[config.mk]
export PLATFORM = sky130hd
export DESIGN_NAME = pad_scan_ctrl
export DESIGN_NICKNAME = d
export VERILOG_FILES = /design/src/rtl/pad_scan_pkg.sv /design/src/rtl/pad_debounce.sv /design/src/rtl/pad_scan_ctrl.sv
export SDC_FILE = /design/constraint.sdc
export NUM_CORES = 1
export LEC_CHECK = 0
export CORE_MARGIN = 2
export CORE_UTILIZATION = 51
export CTS_CLUSTER_DIAMETER = 100
export DETAILED_ROUTE_END_ITERATION = 16
export GPL_TIMING_DRIVEN = 0
export PLACE_DENSITY = 0.8
export RECOVER_POWER = 25
export SYNTH_ARGS = -nofsm -noshare
export SYNTH_HDL_FRONTEND = slang
export SYNTH_SLANG_ARGS = --single-unit
[constraint.sdc]
create_clock -name clk -period 2.2 [get_ports clk]
set_input_delay 0.22 -clock clk [delete_from_list [all_inputs] [get_ports clk]]
set_output_delay 0.22 -clock clk [all_outputs]
set_load 0.01 [all_outputs]
[src/rtl/pad_scan_pkg.sv]
// pad_scan_pkg: shared definitions for the pad scanner.
//   REG_IOA / REG_IOB : PSG register numbers that map to pad 0 / pad 1
//   PAD_IDLE          : byte seen when no key is pressed (active-low matrix)
//   rd_state_t        : read FSM state encoding
//   resp_byte()       : selects the byte returned for a register number
package pad_scan_pkg;

  localparam logic [3:0] REG_IOA  = 4'd14;
  localparam logic [3:0] REG_IOB  = 4'd15;
  localparam logic [7:0] PAD_IDLE = 8'hFF;

  typedef enum logic [1:0] {
    ST_IDLE = 2'd0,
    ST_SNAP = 2'd1,
    ST_RESP = 2'd2
  } rd_state_t;

  function automatic logic [7:0] resp_byte(input logic [3:0] reg_num,
                                           input logic [7:0] pad0,
                                           input logic [7:0] pad1);
    logic [7:0] b;
    b = PAD_IDLE;
    if (reg_num == REG_IOA) b = pad0;
    else if (reg_num == REG_IOB) b = pad1;
    return b;
  endfunction

endpackage

[src/rtl/pad_debounce.sv]
// pad_debounce: debounces one 8-bit active-low pad byte.
//   clk, reset : system clock, synchronous active-high reset
//   tick       : sample enable; the counter only advances on tick
//   raw        : raw pad byte (may change at any cycle)
//   stable     : debounced byte
//   changed    : one-cycle pulse, high in the first cycle stable shows a new value
module pad_debounce
  import pad_scan_pkg::*;
#(
  parameter int DEBOUNCE_N = 4
) (
  input  logic       clk,
  input  logic       reset,
  input  logic       tick,
  input  logic [7:0] raw,
  output logic [7:0] stable,
  output logic       changed
);

  localparam logic [3:0] CNT_MAX = 4'(DEBOUNCE_N - 1);

  logic [7:0] cand;
  logic [3:0] cnt;

  always_ff @(posedge clk) begin
    if (reset) begin
      cand    <= PAD_IDLE;
      cnt     <= 4'd0;
      stable  <= PAD_IDLE;
      changed <= 1'b0;
    end else begin
      changed <= 1'b0;
      // Any difference restarts the run, tick or not.
      if (raw != cand) begin
        cand <= raw;
        cnt  <= 4'd0;
      end else if (tick) begin
        // This tick either reaches CNT_MAX or holds there: commit the candidate.
        if (cnt >= CNT_MAX - 4'd1) begin
          cnt     <= CNT_MAX;
          stable  <= cand;
          changed <= (cand != stable);
        end else begin
          cnt <= cnt + 4'd1;
        end
      end
    end
  end

endmodule

[src/rtl/pad_scan_ctrl.sv]
// pad_scan_ctrl: two debounced pads exposed through PSG I/O registers.
//   clk, reset               : system clock, synchronous active-high reset
//   tick                     : debounce sample enable
//   pad0_raw, pad1_raw       : raw active-low pad bytes
//   sel_we, sel_din          : register-select write
//   rd_req                   : one-cycle read request of the selected register
//   rd_data, rd_valid        : response (rd_data is 8'hFF outside rd_valid)
//   pad0_stable, pad1_stable : debounced pad bytes
//   pad_changed              : per-pad one-cycle update pulse
module pad_scan_ctrl
  import pad_scan_pkg::*;
#(
  parameter int DEBOUNCE_N = 4
) (
  input  logic       clk,
  input  logic       reset,
  input  logic       tick,
  input  logic [7:0] pad0_raw,
  input  logic [7:0] pad1_raw,
  input  logic       sel_we,
  input  logic [3:0] sel_din,
  input  logic       rd_req,
  output logic [7:0] rd_data,
  output logic       rd_valid,
  output logic [7:0] pad0_stable,
  output logic [7:0] pad1_stable,
  output logic [1:0] pad_changed
);

  logic [3:0] sel;
  logic [3:0] sel_cap;
  logic       pending;
  rd_state_t  state;

  pad_debounce #(.DEBOUNCE_N(DEBOUNCE_N)) u_pad0 (
    .clk     (clk),
    .reset   (reset),
    .tick    (tick),
    .raw     (pad0_raw),
    .stable  (pad0_stable),
    .changed (pad_changed[0])
  );

  pad_debounce #(.DEBOUNCE_N(DEBOUNCE_N)) u_pad1 (
    .clk     (clk),
    .reset   (reset),
    .tick    (tick),
    .raw     (pad1_raw),
    .stable  (pad1_stable),
    .changed (pad_changed[1])
  );

  always_ff @(posedge clk) begin
    if (reset) begin
      sel      <= 4'd0;
      sel_cap  <= 4'd0;
      pending  <= 1'b0;
      state    <= ST_IDLE;
      rd_valid <= 1'b0;
      rd_data  <= PAD_IDLE;
    end else begin
      // sel_cap is sampled from the old sel, so a same-cycle write is not seen.
      if (sel_we) sel <= sel_din;
      rd_valid <= 1'b0;
      rd_data  <= PAD_IDLE;
      case (state)
        ST_IDLE: begin
          if (rd_req) begin
            sel_cap <= sel;
            state   <= ST_SNAP;
          end
        end
        ST_SNAP: begin
          // Byte is frozen here; a stable update on this edge is not seen.
          rd_valid <= 1'b1;
          rd_data  <= resp_byte(sel_cap, pad0_stable, pad1_stable);
          state    <= ST_RESP;
          if (rd_req) pending <= 1'b1;
        end
        ST_RESP: begin
          // A request arriving now with nothing pending is taken directly.
          if (pending || rd_req) begin
            pending <= 1'b0;
            sel_cap <= sel;
            state   <= ST_SNAP;
          end else begin
            state <= ST_IDLE;
          end
        end
        default: state <= ST_IDLE;
      endcase
    end
  end

endmodule

; ---- Yosys cells after proc, flatten, opt, wreduce, memory -nomap -nowiden
; Index checks and enable logic that the tools add are counted.
[classes]
bitwise_logic = 6
reduce_logical = 13
n_addsub = 2
n_lt_le_gt_ge = 2
n_eq_ne = 11
n_mux = 14
[op_table]
columns = cell, count
row1 = inequality test 8 bit, 4
row2 = 2-to-1 mux 4 bit, 4
row3 = 2-to-1 mux 8 bit, 2
row4 = AND reduction 3 bit, 4
row5 = "adder 4 x 1 -> 4 bit, second input constant", 2
row6 = "== test 4 bit, second input constant", 2
row7 = "greater-or-equal comparator 4 x 2 -> 1 bit, second input constant", 2
row8 = one-hot mux 4 bit (2 select lines), 1
row9 = OR reduction 4 bit, 2
row10 = "inequality test 2 bit, second input constant", 3
row11 = NOT 1 bit, 6
row12 = one-hot mux 2 bit (3 select lines), 1
row13 = OR reduction 2 bit, 3
row14 = 2-to-1 mux 1 bit, 4
row15 = nonzero test 2 bit, 2
row16 = "== test 2 x 1 -> 1 bit, second input constant", 1
row17 = "== test 2 bit, second input constant", 1
row18 = zero test 2 bit, 1
row19 = 2-to-1 mux 2 bit, 1
row20 = one-hot mux 1 bit (2 select lines), 1
row21 = logical OR 1 bit, 1
[totals]
elab_cells = 62
regBits = 62
input_bits = 25
out_inout_bits = 27

; ---- Longest topological paths before layout
; Gate-level depths: netlist of the first run.
[depth]
word_depth = 3
depth_mapped = 7
ltp_nobuf = 6

; ---- Modules after synthesis
; A second synthesis of the first run with hierarchy kept.
[hier_totals]
cells_unflattened = 252
area_unflattened_um2 = 2561.2
[by_module_without_submodules]
columns = mod, cells_per_inst, area_per_inst_um2, n_inst, seq_area_each_um2
row1 = pad_debounce, 94, 922.1, 2, 420.4
row2 = pad_scan_ctrl, 64, 716.9, 1, 400.4

; ---- Least setup slack after synthesis of the first run
; No wires, ideal clock.
[synth_timing]
path_kind = reg-to-reg
startpoint = reg u_pad1.cnt[0]
endpoint = reg u_pad1.stable[0]
setup_time_ns = 0.120
required_time_ns = 2.080
setup_slack_ns = 0.703
arrival_ns = 1.378
path_buffers = 1
period_less_slack_ns = 1.497
stages_incl_launch_ff = 8
cell_sequence = dfxtp_1 > inv_1 > ha_1 > nor4_1 > and2b_1 > and3_1 > buf_6 > mux2i_1
[synth_between]
elab_chain_cells = 2
[synth_lines]
columns = element, line_no
row1 = "start, declared", pad_debounce.sv:23  ; logic [3:0] cnt;
row2 = "start signal, assigned", pad_debounce.sv:44  ; cnt <= cnt + 4'd1;
row3 = greater-or-equal comparator 4 x 2 -> 1 bit, pad_debounce.sv:39  ; if (cnt >= CNT_MAX - 4'd1) begin
row4 = AND reduction 3 bit (no line), n/a
row5 = "end signal, assigned", pad_debounce.sv:41  ; stable <= cand;
row6 = "end, declared", pad_debounce.sv:16  ; output logic [7:0] stable,
; No other way between the ends.
; A chain may end at the register's enable or synchronous reset.

==> results.json, run 1 <==
{
  "syn_area_per_cell_um2": 10.1,
  "cts_tree": "yes",
  "diodes": 0,
  "ys_ff_latch": 62,
  "antenna_found_initial": 0,
  "setup_viol": 0,
  "grt_max_degree": 11,
  "cap_violations": 0,
  "mappedNetlistNets": 285,
  "synth_cell_types": 35,
  "cts_made_buffers": 9,
  "post_cts_buffers": 0,
  "finalMaxSlewViolations": 0,
  "track_usage_pct": 21.8,
  "cp.arrival_ns": 2.06,
  "grt_pass1_vias": 1900,
  "vdd_ir_drop_max_mv": 0.532,
  "drive_above_1_share_pct": 13.4,
  "fillCellCount": 392,
  "dieHeight_um": 75.4,
  "path_cells": "dlygate4sd3_1 > clkbuf_1 > clkbuf_1 > nor2_1 > mux2i_1",
  "synth_top_flop_cell": "dfxtp_1",
  "dp_hpwl_um": 4030,
  "synth_edf_count": 0,
  "max_freq_ghz": 0.555,
  "slowest_delay_ns": 0.63,
  "drc_errors": 0,
  "initialDrtViolationCount": 143,
  "routed_wl_um": 5550,
  "syn_inst": 256,
  "die-area_um2": 5680,
  "setup-tns-final_ns": 0,
  "clk_transition_reported_paths_ns": 0.06,
  "vias": 2002,
  "cts_root_buf": "clkbuf_8",
  "worstSetupPathType": "input pin to flop",
  "nets": 346,
  "required_ns": 2.46,
  "yosys_warnings": 0,
  "utilization_pct": 70.9,
  "wire_per_inst_um": 14.3,
  "die_w_um": 75.4,
  "io_pins": 52,
  "fp-row-count": 25,
  "hold_ws_ns": 0.284,
  "htreeDepth": 3,
  "clock_latency_ns": 0.33,
  "outcome": "completed",
  "powerDensity_nw_per_um2": 730,
  "slowest_stage": "dlygate4sd3_1",
  "drtPass1Iterations": 4,
  "crit_path_end_kind": "flop",
  "finalCriticalPeriod_ns": 1.80,
  "async_reset_ff_share_pct": 0,
  "hold_viol_final": 0,
  "cts_resized": 0,
  "postCtsHoldBufs": 0,
  "initial_core_util_pct": 53.9,
  "path_max_fanout": 10,
  "met1_usage_pct": 29.9,
  "p_leak_uw": 0.00126,
  "post-route-period-util_pct": 81.8,
  "syn2layout_area_growth_pct": 31.5,
  "pre_cts_ws_ns": 0.219,
  "ctsLongestPathBuffers": 2,
  "grt_pass1_wl_um": 9090,
  "slew_headroom_pct": 60.5,
  "cpMostUsedCell": "clkbuf_1",
  "grt-ovfl-total": 0,
  "via_per_inst": 5.15,
  "yosysSeqAreaShare_pct": 47.8,
  "top_usage_layer": "met2",
  "met2_usage_pct": 31.8,
  "clock-sinks": 62,
  "fin_skew_ns": 0.00547,
  "place.port_buffers": 50,
  "core_um2": 4820,
  "drt.antenna.violating_nets": 0,
  "fin_ws_ns": 0.399,
  "hp-class": "input pin to flop",
  "rsz0062_at_grt": "no",
  "syn_area_um2": 2600,
  "gp_congestion": 0.841,
  "met3_usage_pct": 8.33,
  "multi_input_area_um2": 1260,
  "startpoint_type": "input pin",
  "register_area_um2": 1240,
  "tightest_slew_ns": 0.590
}
==> state kept, by name, summed over array words and instances (netlist names) <==
register        count
u_pad0.changed      1
state               2
sel_cap             4
u_pad0.cand         8
rd_data             8
u_pad1.stable       8
u_pad1.cnt          4
sel                 4
u_pad0.stable       8
u_pad1.changed      1
rd_valid            1
pending             1
u_pad0.cnt          4
u_pad1.cand         8
==> final cells by class <==
cell class | instances | area share, %
inverters | 4 | 0.440
well taps | 67 | 2.46
repair buffers | 50 | 14.7
clock inverters | 3 | 1.91
multi-input cells | 175 | 36.9
flip-flops and latches | 62 | 36.4
clock buffers | 13 | 4.95
plain buffers | 15 | 2.31
==> synthesized netlist by cell type (2+ instances only) <==
cell       count  area share [%]
dfxtp_1       62              48
nor2_1        37             5.3
xor2_1        24             8.1
mux2i_1       19             7.3
or2_2         16             3.9
clkbuf_1       9             1.3
xnor2_1        9             3.0
a21oi_1        8             1.5
a221o_1        8             3.1
nand2_1        7             1.0
o21ai_0        7             1.3
nor4_1         5             1.2
ha_1           4             1.9
inv_1          4            0.58
nor3_1         4            0.77
a2111oi_2      3             1.7
nand2b_1       3            0.72
a41oi_1        2            0.67
buf_4          2            0.58
buf_6          2            0.87
nand4_1        2            0.48
nor2b_1        2            0.48
nor3b_1        2            0.58
nor4_4         2             1.6
nor4b_1        2            0.67
nor4b_2        2             1.2
==> cell families after synthesis <==
kind of cell | after synthesis | share of synthesized area (%)
compound gates | 29 | 8.67
xor+xnor | 33 | 11.1
fa+ha+maj | 4 | 1.93
buf+inv | 19 | 3.66
flops | 62 | 47.8
mux | 19 | 7.33
simple gates | 90 | 19.5
==> final timing paths <==
path | slack (ns) | end | cells after the start | start
hold / removal | 0.28 | sel[2] | 3 | sel_we
setup / recovery | 0.40 | u_pad0.stable[6] | 5 | reset
hold reg to reg | 0.46 | sel_cap[2] | 2 | sel[2]
setup reg to reg | 0.47 | u_pad0.stable[4] | 5 | u_pad0.cand[5]
==> layer usage <==
metal / vias up / wire (µm) / share of wire [%]
met5: - / 0 / 0
met2: 65 / 2510 / 45
met3: 7 / 360 / 6.5
met1: 935 / 2620 / 47
li1: 995 / - / -
met4: 0 / 49 / 0.88
==> where the power goes <==
group	total [µW]	leakage (µW)	switching, µW	internal (µW)
combinational	178	0.000636	87.5	90.9
sequential	1170	0.000507	24.5	1150
clock	1140	0.000120	411	730
==> worst max-delay path, delay by kind of cell <==
| family | cells | cell delay, ns |
|---|---|---|
| and+or+nand+nor | 1 | 0.10 |
| buffers and inverters | 3 | 1.60 |
| muxes | 1 | 0.14 |
==> per-stage QoR <==
step	power, µW	std cells	cell area (µm²)
finish	2490	389	3410
global placement	1370	373	3180
detailed placement	1380	373	3180
floorplan	1300	256	2600
CTS	2510	389	3410
global route	2570	389	3410
==> cell usage in the layout (no fill, tap or decap), drive strengths merged, types with 3 or more instances in the layout <==
master,count
inv,4
a2111oi,3
nor2,37
clkbuf,23
clkdlybuf4s50,47
dfxtp,62
nand2b,3
xor2,24
a221o,8
dlygate4sd3,3
nand2,8
xnor2,9
nor4,7
nor3,4
mux2i,19
or2,16
buf,5
ha,4
a21oi,8
nor4b,4
o21ai,7
Note: power is estimated with default switching activity, not from simulation.
==> inputs of run 2 (changes only) <==
--- a/config.mk
+++ b/config.mk
@@ -6,11 +6,11 @@
 export NUM_CORES = 1
 export LEC_CHECK = 0
 export CORE_MARGIN = 2
-export CORE_UTILIZATION = 51
+export CORE_UTILIZATION = 46
 export CTS_CLUSTER_DIAMETER = 100
 export DETAILED_ROUTE_END_ITERATION = 16
 export GPL_TIMING_DRIVEN = 0
-export PLACE_DENSITY = 0.8
+export PLACE_DENSITY = 0.76
 export RECOVER_POWER = 25
 export SYNTH_ARGS = -nofsm -noshare
 export SYNTH_HDL_FRONTEND = slang
==> constraint.sdc (replaced) <==
create_clock -name clk -period 1.5 [get_ports clk]
set_input_delay 0.15 -clock clk [delete_from_list [all_inputs] [get_ports clk]]
set_output_delay 0.15 -clock clk [all_outputs]
set_load 0.01 [all_outputs]
==> run 2 against run 1 <==
Largest power group is now clock. The flow now finishes with violations (setup timing). Total power grew 60%. Highest routed layer unchanged. Sequential power grew 47%. First-iteration DRC count shrank 18%. Critical path depth shrank 1.
==> results.json, run 2 (synthesis results as in run 1) <==
{
  "ctsLongestPathBuffers": 2,
  "pre_cts_ws_ns": -0.386,
  "p_sw_share_pct": 21.8,
  "diodes": 0,
  "routed_wl_um": 5860,
  "io_pins": 52,
  "tightest_slew_ns": 0.568,
  "vdd_ir_drop_max_mv": 0.512,
  "setup_viol": 3,
  "hold_ws_ns": 0.206,
  "mostFrequentLayoutCells": "48 x clkdlybuf4s50_1, 45 x dfxtp_1, 37 x nor2_1",
  "final_common_cell": "clkdlybuf4s50_1",
  "syn2layout_area_growth_pct": 38.7,
  "dieHeight_um": 79.1,
  "rsz0062_at_grt": "yes",
  "clock_latency_ns": 0.34,
  "cap_violations": 0,
  "p_leak_uw": 0.00134,
  "htreeDepth": 3,
  "p_int_uw": 3120,
  "powerDensity_nw_per_um2": 1110,
  "core_um2": 5470,
  "path_max_fanout": 5,
  "p_seq_share_pct": 43.3,
  "hp-class": "input pin to flop",
  "postCtsHoldBufs": 0,
  "nets": 352,
  "worstSetupPathType": "flop to flop",
  "grt_pass1_vias": 2043,
  "initialDrtViolationCount": 117,
  "hold_viol_final": 0,
  "startpoint_type": "flop",
  "cts_tree": "yes",
  "wire_per_inst_um": 14.7,
  "fin_ws_ns": -0.0550,
  "antenna_found_initial": 0,
  "place.port_buffers": 50,
  "initial_core_util_pct": 47.4,
  "grt_pass1_wl_um": 9680,
  "setup-tns-final_ns": -0.0767,
  "via_per_inst": 5.22,
  "post-route-period-util_pct": 104,
  "die-area_um2": 6260,
  "finalMaxSlewViolations": 0,
  "clk_transition_reported_paths_ns": 0.08,
  "max_freq_ghz": 0.643,
  "violations": "setup timing",
  "stdcell_count": 400,
  "drc_errors": 0,
  "slew_headroom_pct": 62.0,
  "combPwrFrac_pct": 7.3,
  "fp-row-count": 27,
  "utilization_pct": 65.8,
  "vias": 2086,
  "gp_congestion": 0.791,
  "clock-sinks": 62,
  "fin_skew_ns": 0.00932,
  "crit_path_end_kind": "flop",
  "dp_hpwl_um": 3960,
  "track_usage_pct": 20.1,
  "finalCriticalPeriod_ns": 1.55,
  "outcome": "complete, but fails checks",
  "required_ns": 1.72,
  "cts_made_buffers": 9,
  "place_inst": 378,
  "pwr-share-clk_pct": 49.4,
  "die_w_um": 79.1,
  "drtPass1Iterations": 4,
  "cts_root_buf": "clkbuf_8",
  "p_sw_uw": 866,
  "grt-ovfl-total": 0,
  "grt_max_degree": 13,
  "drive_above_1_share_pct": 24.7,
  "drt.antenna.violating_nets": 0,
  "cp.arrival_ns": 1.77
}
run 2: metrics by stage:
step / cell area (µm²) / power [µW]
global route: 3600 / 4110
global placement: 3190 / 2010
floorplan: 2600 / 1910
CTS: 3530 / 3980
detailed placement: 3190 / 2020
finish: 3600 / 3980
run 2: area by class of cell:
| class | count | area, µm² |
|---|---|---|
| fill | 435 | 1870 |
| multi-input combinational | 175 | 1330 |
| inverter | 4 | 15.0 |
| clock buffer | 9 | 124 |
| timing repair buffer | 58 | 561 |
| tap | 72 | 90.1 |
| sequential | 62 | 1260 |
| buffer | 13 | 66.3 |
| clock inverter | 7 | 145 |
run 2: layer usage:
layer / routed length, µm / track usage (%) / up-vias
li1: - / - / 1011
met4: 133 / 10.9 / 0
met1: 2690 / 25.4 / 1001
met3: 246 / 3.18 / 11
met2: 2790 / 32.9 / 63
met5: 0 / 0 / -
run 2: power groups by stage:
stage	sequential, µW	combinational [µW]	clock (µW)
after floorplan	1750	155	0
after CTS	1720	279	1980
after global routing	1730	319	2060
after global placement	1760	256	0
after detailed placement	1760	260	0
final	1720	290	1970
run 2: repair_timing:
action | 4_1_cts | 5_1_grt
setup buffers | 5 | 3
setup endpoints to repair | 25 | 41
pin swaps | 6 | 4
gates cloned | 0 | 0
resized for setup | 16 | 22
run 2: worst paths after layout:
| kind | slack (ns) | startpoint | cells after the start | endpoint |
|---|---|---|---|---|
| setup / recovery | -0.05 | u_pad0.cand[2] | 4 | u_pad0.changed |
| hold / removal | 0.21 | sel_we | 3 | sel[3] |
| setup reg to reg | -0.05 | u_pad0.cand[2] | 4 | u_pad0.changed |
| hold reg to reg | 0.46 | sel[2] | 2 | sel_cap[2] |
run 2: worst max-delay path, cell delays in order (launching register included):
cell and delay (ns):
dfxtp_1 0.36, xor2_1 0.18, nor4_2 0.29, nand2_1 0.23, a2111oi_2 0.39
